**src/rtl/imem_pkg.sv**
```systemverilog
// Shared constants and loader state encoding for the instruction-memory loader.
package imem_pkg;

    localparam int unsigned WORD_W = 32;
    localparam int unsigned DEPTH  = 128;
    localparam int unsigned ADDR_W = $clog2(DEPTH);

    typedef enum logic [1:0] {
        ST_IDLE,
        ST_LOAD,
        ST_WRITE,
        ST_DONE
    } loader_state_e;

endpackage

```
**src/rtl/imem_word_packer.sv**
```systemverilog
// Packs accepted stream bytes little-endian into one instruction word.
module imem_word_packer
    import imem_pkg::*;
(
    input  logic              clk,
    input  logic              reset,
    input  logic              clear,
    input  logic              byte_en,
    input  logic [7:0]        byte_in,
    output logic [WORD_W-1:0] word,
    output logic              word_full
);

    logic [1:0]        cnt_q, cnt_d;
    logic [WORD_W-1:0] word_q, word_d;

    always_comb begin
        cnt_d  = cnt_q;
        word_d = word_q;
        if (clear) begin
            cnt_d  = '0;
            word_d = '0;
        end else if (byte_en) begin
            word_d[{cnt_q, 3'b000} +: 8] = byte_in;
            cnt_d                        = cnt_q + 2'd1;
        end
    end

    always_ff @(posedge clk) begin
        if (reset) begin
            cnt_q  <= '0;
            word_q <= '0;
        end else begin
            cnt_q  <= cnt_d;
            word_q <= word_d;
        end
    end

    assign word      = word_q;
    assign word_full = byte_en && (cnt_q == 2'd3);

endmodule

```
**src/rtl/imem_loader.sv**
```systemverilog
// Byte-stream to instruction-memory word writer with range check.
// Optional running checksum of written words: define IMEM_LOADER_CHECKSUM_EN.
module imem_loader
    import imem_pkg::*;
(
    input  logic              clk,
    input  logic              reset,
    input  logic              start,
    input  logic [ADDR_W-1:0] base_addr,
    input  logic [ADDR_W:0]   word_count,
    input  logic [7:0]        in_byte,
    input  logic              in_valid,
    output logic              in_ready,
    output logic              wr_en,
    output logic [ADDR_W-1:0] wr_addr,
    output logic [WORD_W-1:0] wr_data,
    output logic              busy,
    output logic              done,
    output logic              error,
    output logic [WORD_W-1:0] checksum
);

    localparam logic [ADDR_W:0] DEPTH_L = (ADDR_W+1)'(DEPTH);

    loader_state_e     state_q, state_d;
    logic [ADDR_W-1:0] idx_q, idx_d;
    logic [ADDR_W:0]   rem_q, rem_d;
    logic              error_q, error_d;
    logic [ADDR_W-1:0] wr_addr_q, wr_addr_d;
    logic [WORD_W-1:0] wr_data_q, wr_data_d;

    logic              start_acc;
    logic              range_err;
    logic [ADDR_W:0]   end_addr;
    logic [WORD_W-1:0] pack_word;
    logic              pack_full;

    assign start_acc = (state_q == ST_IDLE) && start;
    // Extra bit keeps base=DEPTH-1 plus a full count from wrapping.
    assign end_addr  = {1'b0, base_addr} + word_count;
    assign range_err = end_addr > DEPTH_L;

    imem_word_packer u_packer (
        .clk       (clk),
        .reset     (reset),
        .clear     (state_q == ST_IDLE),
        .byte_en   (in_valid && in_ready),
        .byte_in   (in_byte),
        .word      (pack_word),
        .word_full (pack_full)
    );

    always_ff @(posedge clk) begin
        if (reset) begin
            state_q <= ST_IDLE;
        end else begin
            state_q <= state_d;
        end
    end

    always_comb begin
        state_d = state_q;
        case (state_q)
            ST_IDLE: begin
                if (start && !range_err) begin
                    state_d = (word_count == '0) ? ST_DONE : ST_LOAD;
                end
            end
            ST_LOAD:  if (pack_full) state_d = ST_WRITE;
            ST_WRITE: state_d = (rem_q == (ADDR_W+1)'(1)) ? ST_DONE : ST_LOAD;
            ST_DONE:  state_d = ST_IDLE;
            default:  state_d = ST_IDLE;
        endcase
    end

    always_comb begin
        in_ready = (state_q == ST_LOAD);
        wr_en    = (state_q == ST_WRITE);
        busy     = (state_q == ST_LOAD) || (state_q == ST_WRITE);
        done     = (state_q == ST_DONE);
    end

    always_comb begin
        idx_d     = idx_q;
        rem_d     = rem_q;
        error_d   = error_q;
        wr_addr_d = wr_addr_q;
        wr_data_d = wr_data_q;
        if (start_acc) begin
            error_d = range_err;
            if (!range_err) begin
                idx_d = base_addr;
                rem_d = word_count;
            end
        end
        if (state_q == ST_WRITE) begin
            wr_addr_d = idx_q;
            wr_data_d = pack_word;
            idx_d     = idx_q + 1'b1;
            rem_d     = rem_q - 1'b1;
        end
    end

    always_ff @(posedge clk) begin
        if (reset) begin
            idx_q     <= '0;
            rem_q     <= '0;
            error_q   <= 1'b0;
            wr_addr_q <= '0;
            wr_data_q <= '0;
        end else begin
            idx_q     <= idx_d;
            rem_q     <= rem_d;
            error_q   <= error_d;
            wr_addr_q <= wr_addr_d;
            wr_data_q <= wr_data_d;
        end
    end

    // Live values during the write strobe, last written values otherwise.
    assign wr_addr = wr_en ? idx_q     : wr_addr_q;
    assign wr_data = wr_en ? pack_word : wr_data_q;
    assign error   = error_q;

`ifdef IMEM_LOADER_CHECKSUM_EN
    logic [WORD_W-1:0] csum_q, csum_d;

    always_comb begin
        csum_d = csum_q;
        if (start_acc) begin
            csum_d = '0;
        end else if (wr_en) begin
            csum_d = csum_q + wr_data;
        end
    end

    always_ff @(posedge clk) begin
        if (reset) begin
            csum_q <= '0;
        end else begin
            csum_q <= csum_d;
        end
    end

    assign checksum = csum_q;
`else
    assign checksum = '0;
`endif

endmodule

```
**config.mk**
```make
export PLATFORM = sky130hd
export DESIGN_NAME = imem_loader
export DESIGN_NICKNAME = d
export VERILOG_FILES = /design/src/rtl/imem_pkg.sv /design/src/rtl/imem_word_packer.sv /design/src/rtl/imem_loader.sv
export SDC_FILE = /design/constraint.sdc
export NUM_CORES = 1
export LEC_CHECK = 0
export ABC_CLOCK_PERIOD_IN_PS = 6000
export CAP_MARGIN = 20
export CORE_MARGIN = 5
export CORE_UTILIZATION = 50
export CTS_BUF_LIST = sky130_fd_sc_hd__clkbuf_4
export DETAILED_ROUTE_END_ITERATION = 10
export MAX_ROUTING_LAYER = met4
export PLACE_DENSITY = 0.83
export SYNTH_ARGS = -nofsm -noshare
export SYNTH_HDL_FRONTEND = slang
export SYNTH_SLANG_ARGS = --single-unit
```
**constraint.sdc**
```tcl
create_clock -name clk -period 6 [get_ports clk]
set_input_delay 1.2 -clock clk [delete_from_list [all_inputs] [get_ports clk]]
set_output_delay 1.2 -clock clk [all_outputs]
set_load 0.02 [all_outputs]
```
=== Word level (Yosys, flattened, before mapping) ===
Cells that the tools add are included.

* $add $sub $neg: 5
* $lt $le $gt $ge: 1
* Reductions and logical operators: 12
* Equality and inequality tests: 8
* Shift-type cells: 2
* Mux-type cells: 14

{| class="wikitable"
|+ Operator list
! operator !! count
|-
| bitwise mux 32 bit || 1
|-
| 2-to-1 mux 32 bit || 1
|-
| variable shift 8 x 7 -> 32 bit, first input constant || 1
|-
| indexed part select 8 x 7 -> 32 bit || 1
|-
| 2-to-1 mux 7 bit || 4
|-
| 2-to-1 mux 8 bit || 3
|-
| adder 7 x 8 -> 8 bit || 1
|-
| == test 8 x 1 -> 1 bit, second input constant || 1
|-
| greater-than comparator 8 bit, second input constant || 1
|-
| logical NOT 8 bit || 1
|-
| 2-to-1 mux 2 bit || 4
|-
| one-hot mux 2 bit (4 select lines) || 1
|-
| subtractor 8 x 1 -> 8 bit, second input constant || 1
|-
| adder 7 x 1 -> 7 bit, second input constant || 1
|-
| negation 5 -> 7 bit || 1
|-
| == test 2 bit, second input constant || 3
|-
| logical AND 1 bit || 4
|-
| inequality test 2 bit, second input constant || 2
|-
| AND reduction 2 bit || 2
|-
| adder 2 x 1 -> 2 bit, second input constant || 1
|-
| == test 2 x 1 -> 1 bit, second input constant || 1
|-
| logical NOT 2 bit || 1
|-
| inequality test 2 x 1 -> 1 bit, second input constant || 1
|-
| nonzero test 2 bit || 1
|-
| other kinds (3) || 3
|}

* Register bits: 91
* Output and inout port bits: 76

=== Longest topological paths before layout ===
* Word-level depth: 6
* Depth in mapped cells: 9
* Depth with buffers taken out: 8

=== Modules after synthesis ===
Synthesis repeated with hierarchy kept, for this count alone.

* Cell total of the unflattened synthesis: 484
* Area, all modules: 4,563.1 um^2

{| class="wikitable"
|+ Modules (own cells, without submodules)
! module !! cells an instance !! times used !! area an instance (um^2)
|-
| imem_loader || 343 || 1 || 3,213.1
|-
| imem_word_packer || 141 || 1 || 1,350.0
|}

=== Least setup slack after synthesis ===
No wires, ideal clock.

* Path kind: input -> register
* From: input base_addr[0]
* To: register rem_q[5]
* Arrival: 3,403 ps
* Stages: 9
* Path slack: 2,462 ps
* Library setup time: 135 ps
* Path through: ha_1 > fa_1 > a211oi_1 > o31ai_1 > mux2i_1 > or3_4 > buf_6 > a2111oi_4 > a211oi_1

* Cells in the longest elaborated chain, start to end: 4

{| class="wikitable"
|+ RTL lines
! what !! line !! text
|-
| start: declaration || imem_loader.sv:9 || <nowiki>input logic [ADDR_W-1:0] base_addr,</nowiki>
|-
| adder 7 x 8 -> 8 bit || imem_loader.sv:40 || <nowiki>assign end_addr = {1'b0, base_addr} + word_count;</nowiki>
|-
| greater-than comparator 8 bit || imem_loader.sv:41 || <nowiki>assign range_err = end_addr > DEPTH_L;</nowiki>
|-
| inequality test 2 bit (no line) || - ||
|-
| AND reduction 2 bit (no line) || - ||
|-
| end signal: assignment || imem_loader.sv:113 || <nowiki>rem_q <= rem_d;</nowiki>
|-
| end: declaration || imem_loader.sv:27 || <nowiki>logic [ADDR_W:0] rem_q, rem_d;</nowiki>
|}

No other way between the ends.
A chain may end at the register's enable or synchronous reset.

=== Worst setup path in the final report ===
* From: input word_count[0]
* To: register state_q[1]

* Cells in the longest elaborated chain, start to end: 6
* Elaborated cells on any way between the ends: 10
* Classes of those cells: add/sub (1); order compare (1); eq/ne (1); mux (3); reduce/logical (4)

{| class="wikitable"
|+ RTL lines
! what !! line !! text
|-
| start: declaration || imem_loader.sv:10 || <nowiki>input logic [ADDR_W:0] word_count,</nowiki>
|-
| adder 7 x 8 -> 8 bit || imem_loader.sv:40 ||
|-
| greater-than comparator 8 bit || imem_loader.sv:41 ||
|-
| logical NOT 1 bit || - ||
|-
| logical AND 1 bit || imem_loader.sv:65 || <nowiki>if (start && !range_err) begin</nowiki>
|-
| inequality test 2 bit (no line) || - ||
|-
| AND reduction 2 bit (no line) || - ||
|-
| end signal: assignment || imem_loader.sv:57 || <nowiki>state_q <= state_d;</nowiki>
|-
| end: declaration || imem_loader.sv:25 || <nowiki>loader_state_e state_q, state_d;</nowiki>
|}

Parallel ways exist; a longest one is shown, timed or not. The select of a mux whose other input is x is not followed.

==> qor.txt <==
status: finished clean
crit share post-route: 63.0%
number of global-route vias before repair: 3,870
Hold WC Path Type: flop to flop
# IOs: 103
WL final: 11.4 mm
post-CTS setup buffer count: 0
vias: 3,911
Clock Latency Late Sink: 440 ps
M1 wire length: 4.59 mm
share of cells above drive strength 1: 12.2%
Max rail drop VDD: 0.000155 V
Top delay family on crit path: compound AO/OA/AOI/OAI gates
Slew Limit Fails: 0
critical-path cell list: clkdlybuf4s50_1, ha_1, fa_1, a211oi_1, o31ai_1, mux2i_1, or3_4, a31o_1, mux2_4
Worst Setup Slack post-DPL: 1740 ps
Worst Path Required: 6350 ps
Buf/Inv on CP: 1
P per Cell Area: 275 nW/um^2
Fin. Hold Viols: 0
Yosys reg bits: 91
critical path capture point type: flop
area leader, netlist: dfxtp_1
CTS hold repair buffers: 0
crit path kind: input port to flop
dpl hpwl: 8.23 mm
die extent in y: 106 um
drt first pass iters: 5
Post-Syn Area per Cell: 9.21 sq um
Initial Utilization: 50.7%
Synth area leaders: dfxtp_1 (39%), mux2_2 (9.2%), and2_1 (5.4%), a22oi_1 (5.3%), buf_4 (5.2%)
Post-route DRC: 0
TritonCTS clock tree: done
PostCTS Resize Cnt: 0
flop2flop setup slack: 3110 ps
Crit Path Max Fanout: 12
Synth Cell Area: 4640 sq um
slowest cell delay on critical path: 520 ps
nature of the critical path startpoint: input port
Vias/cell: 5.71
Avg WL per Cell: 16.6 um
synth unique cells: 56
Worst Hold Slack: 481 ps
EDFF count, synth: 0
Post-Synthesis Cells: 504
H-tree depth: 3
fin crit period: 3780 ps
GR Overflow Total: 0
Final setup viols: 0
Post-DP Area: 5300 sq um
clock sinks: 91
row count: 35
met2 routed WL: 5.55 mm
IO buf count: 70
clock buffer depth: 2
clk root buf: clkbuf_4
synth cell count leaders: dfxtp_1 (91), nor2_1 (52), and2_1 (40)
Slew HR: 42.4%
Synth top area share: 39.3%
first-pass GRT wire length: 18.6 mm
P_leak: 2.09 nW
initial DRC count: 235
CTS Buf Count: 9
Max Cap Viol: 0
Most used DFF post-synth: dfxtp_1
Fin Setup TNS: 0 ps
CP arrival: 4130 ps
Post-synth ARST share: 0%
RSZ-0062 raised after global routing: false
CP max stage cell: or3_4
design area: 5450 sq um
Finished Core Util: 59.5%
routability cong.: 0.900
Worst-Margin Slew: 862 ps
Max Used Layer: met4
top-count cell post-synth: dfxtp_1
met3 wire len: 932 um
DIE WIDTH: 106 um
Synth Warn #: 0
Max Fclk: 265 MHz
largest net degree at the start of global routing: 49
antenna violations before repair: 0
Total Nets Final: 616
GRT Util Overall: 20.7%
clk_skew: 14.9 ps
clock slew at the register clock pins of the worst setup and hold paths: 150 ps
die area: 11,300 sq um
ANT cells: 0
area delta synth->final: 17.5%
Core Region: 9150 sq um
Worst Slack Setup Final: 2220 ps
post-route ant nets: 0
Seq/Total Area, Yosys: 39.3%
## routing by layer
| metal | up-vias | track usage, % |
|---|---|---|
| met1 | 1831 | 24.5 |
| met2 | 179 | 34.3 |
| met5 | - | - |
| met3 | 28 | 4.37 |
| li1 | 1873 | - |
| met4 | 0 | 8.33 |
## area by class of cell
type | count | area (sq um)
Clock inverter | 7 | 57.6
Clock buffer | 9 | 67.6
Timing Repair Buffer | 77 | 758
Sequential cell | 91 | 1820
Multi-Input combinational cell | 369 | 2530
Inverter | 21 | 78.8
Tap cell | 111 | 139
Fill cell | 813 | 3700
## tightest hold or removal path: stages, from the launching register on
cell     delay, ps
dfxtp_1        340
nand2_1         60
a21oi_1         60
## metrics by stage
step	cells	power, mW
after CTS	683	1.50
after floorplan	535	1.06
after global placement	665	1.17
final	685	1.50
after detailed placement	667	1.19
after global routing	685	1.59
## logic make-up after synthesis
kind of cell             synth area share [%]
multiplexers                             9.76
XOR/XNOR                                 1.13
buffers and inverters                    8.82
other                                  0.0808
AO/OA/AOI/OAI                            16.6
flip-flops                               39.3
adder cells (fa/ha/maj)                  5.56
AND/OR/NAND/NOR                          18.8
## registers in the layout, summed over array words and instances, names as in the netlist
| name | count |
|---|---|
| wr_data_q | 32 |
| u_packer.word | 32 |
| u_packer.cnt_q | 2 |
| idx_q | 7 |
| error | 1 |
| state_q | 2 |
| wr_addr_q | 7 |
| rem_q | 8 |
## cells in the final DEF (no fill, tap or decap), types with 13 or more instances in the layout
cell type / count
o21ai_0: 13
conb_1: 32
mux2_2: 38
and2_1: 40
clkdlybuf4s50_1: 70
nor2_1: 52
nand3_1: 19
a21oi_1: 16
dfxtp_1: 91
a22oi_1: 33
ha_1: 18
nand2_1: 14
inv_1: 21
## power breakdown
| group | switching, mW | internal [mW] |
|---|---|---|
| sequential | 0.0586 | 0.649 |
| clock | 0.220 | 0.0920 |
| combinational | 0.292 | 0.186 |
| total | 0.570 | 0.927 |
## worst paths after layout
kind,startpoint,to,cells after the start
worst min-delay path,error$_SDFFE_PP0P_,error$_SDFFE_PP0P_,2
worst max register to register,state_q[0]$_SDFFE_PP0P_,rem_q[7]$_SDFFE_PP0P_,10
worst min register to register,error$_SDFFE_PP0P_,error$_SDFFE_PP0P_,2
worst max-delay path,word_count[0],state_q[1]$_SDFFE_PP0P_,9
Power figures use the tool's default switching activity.
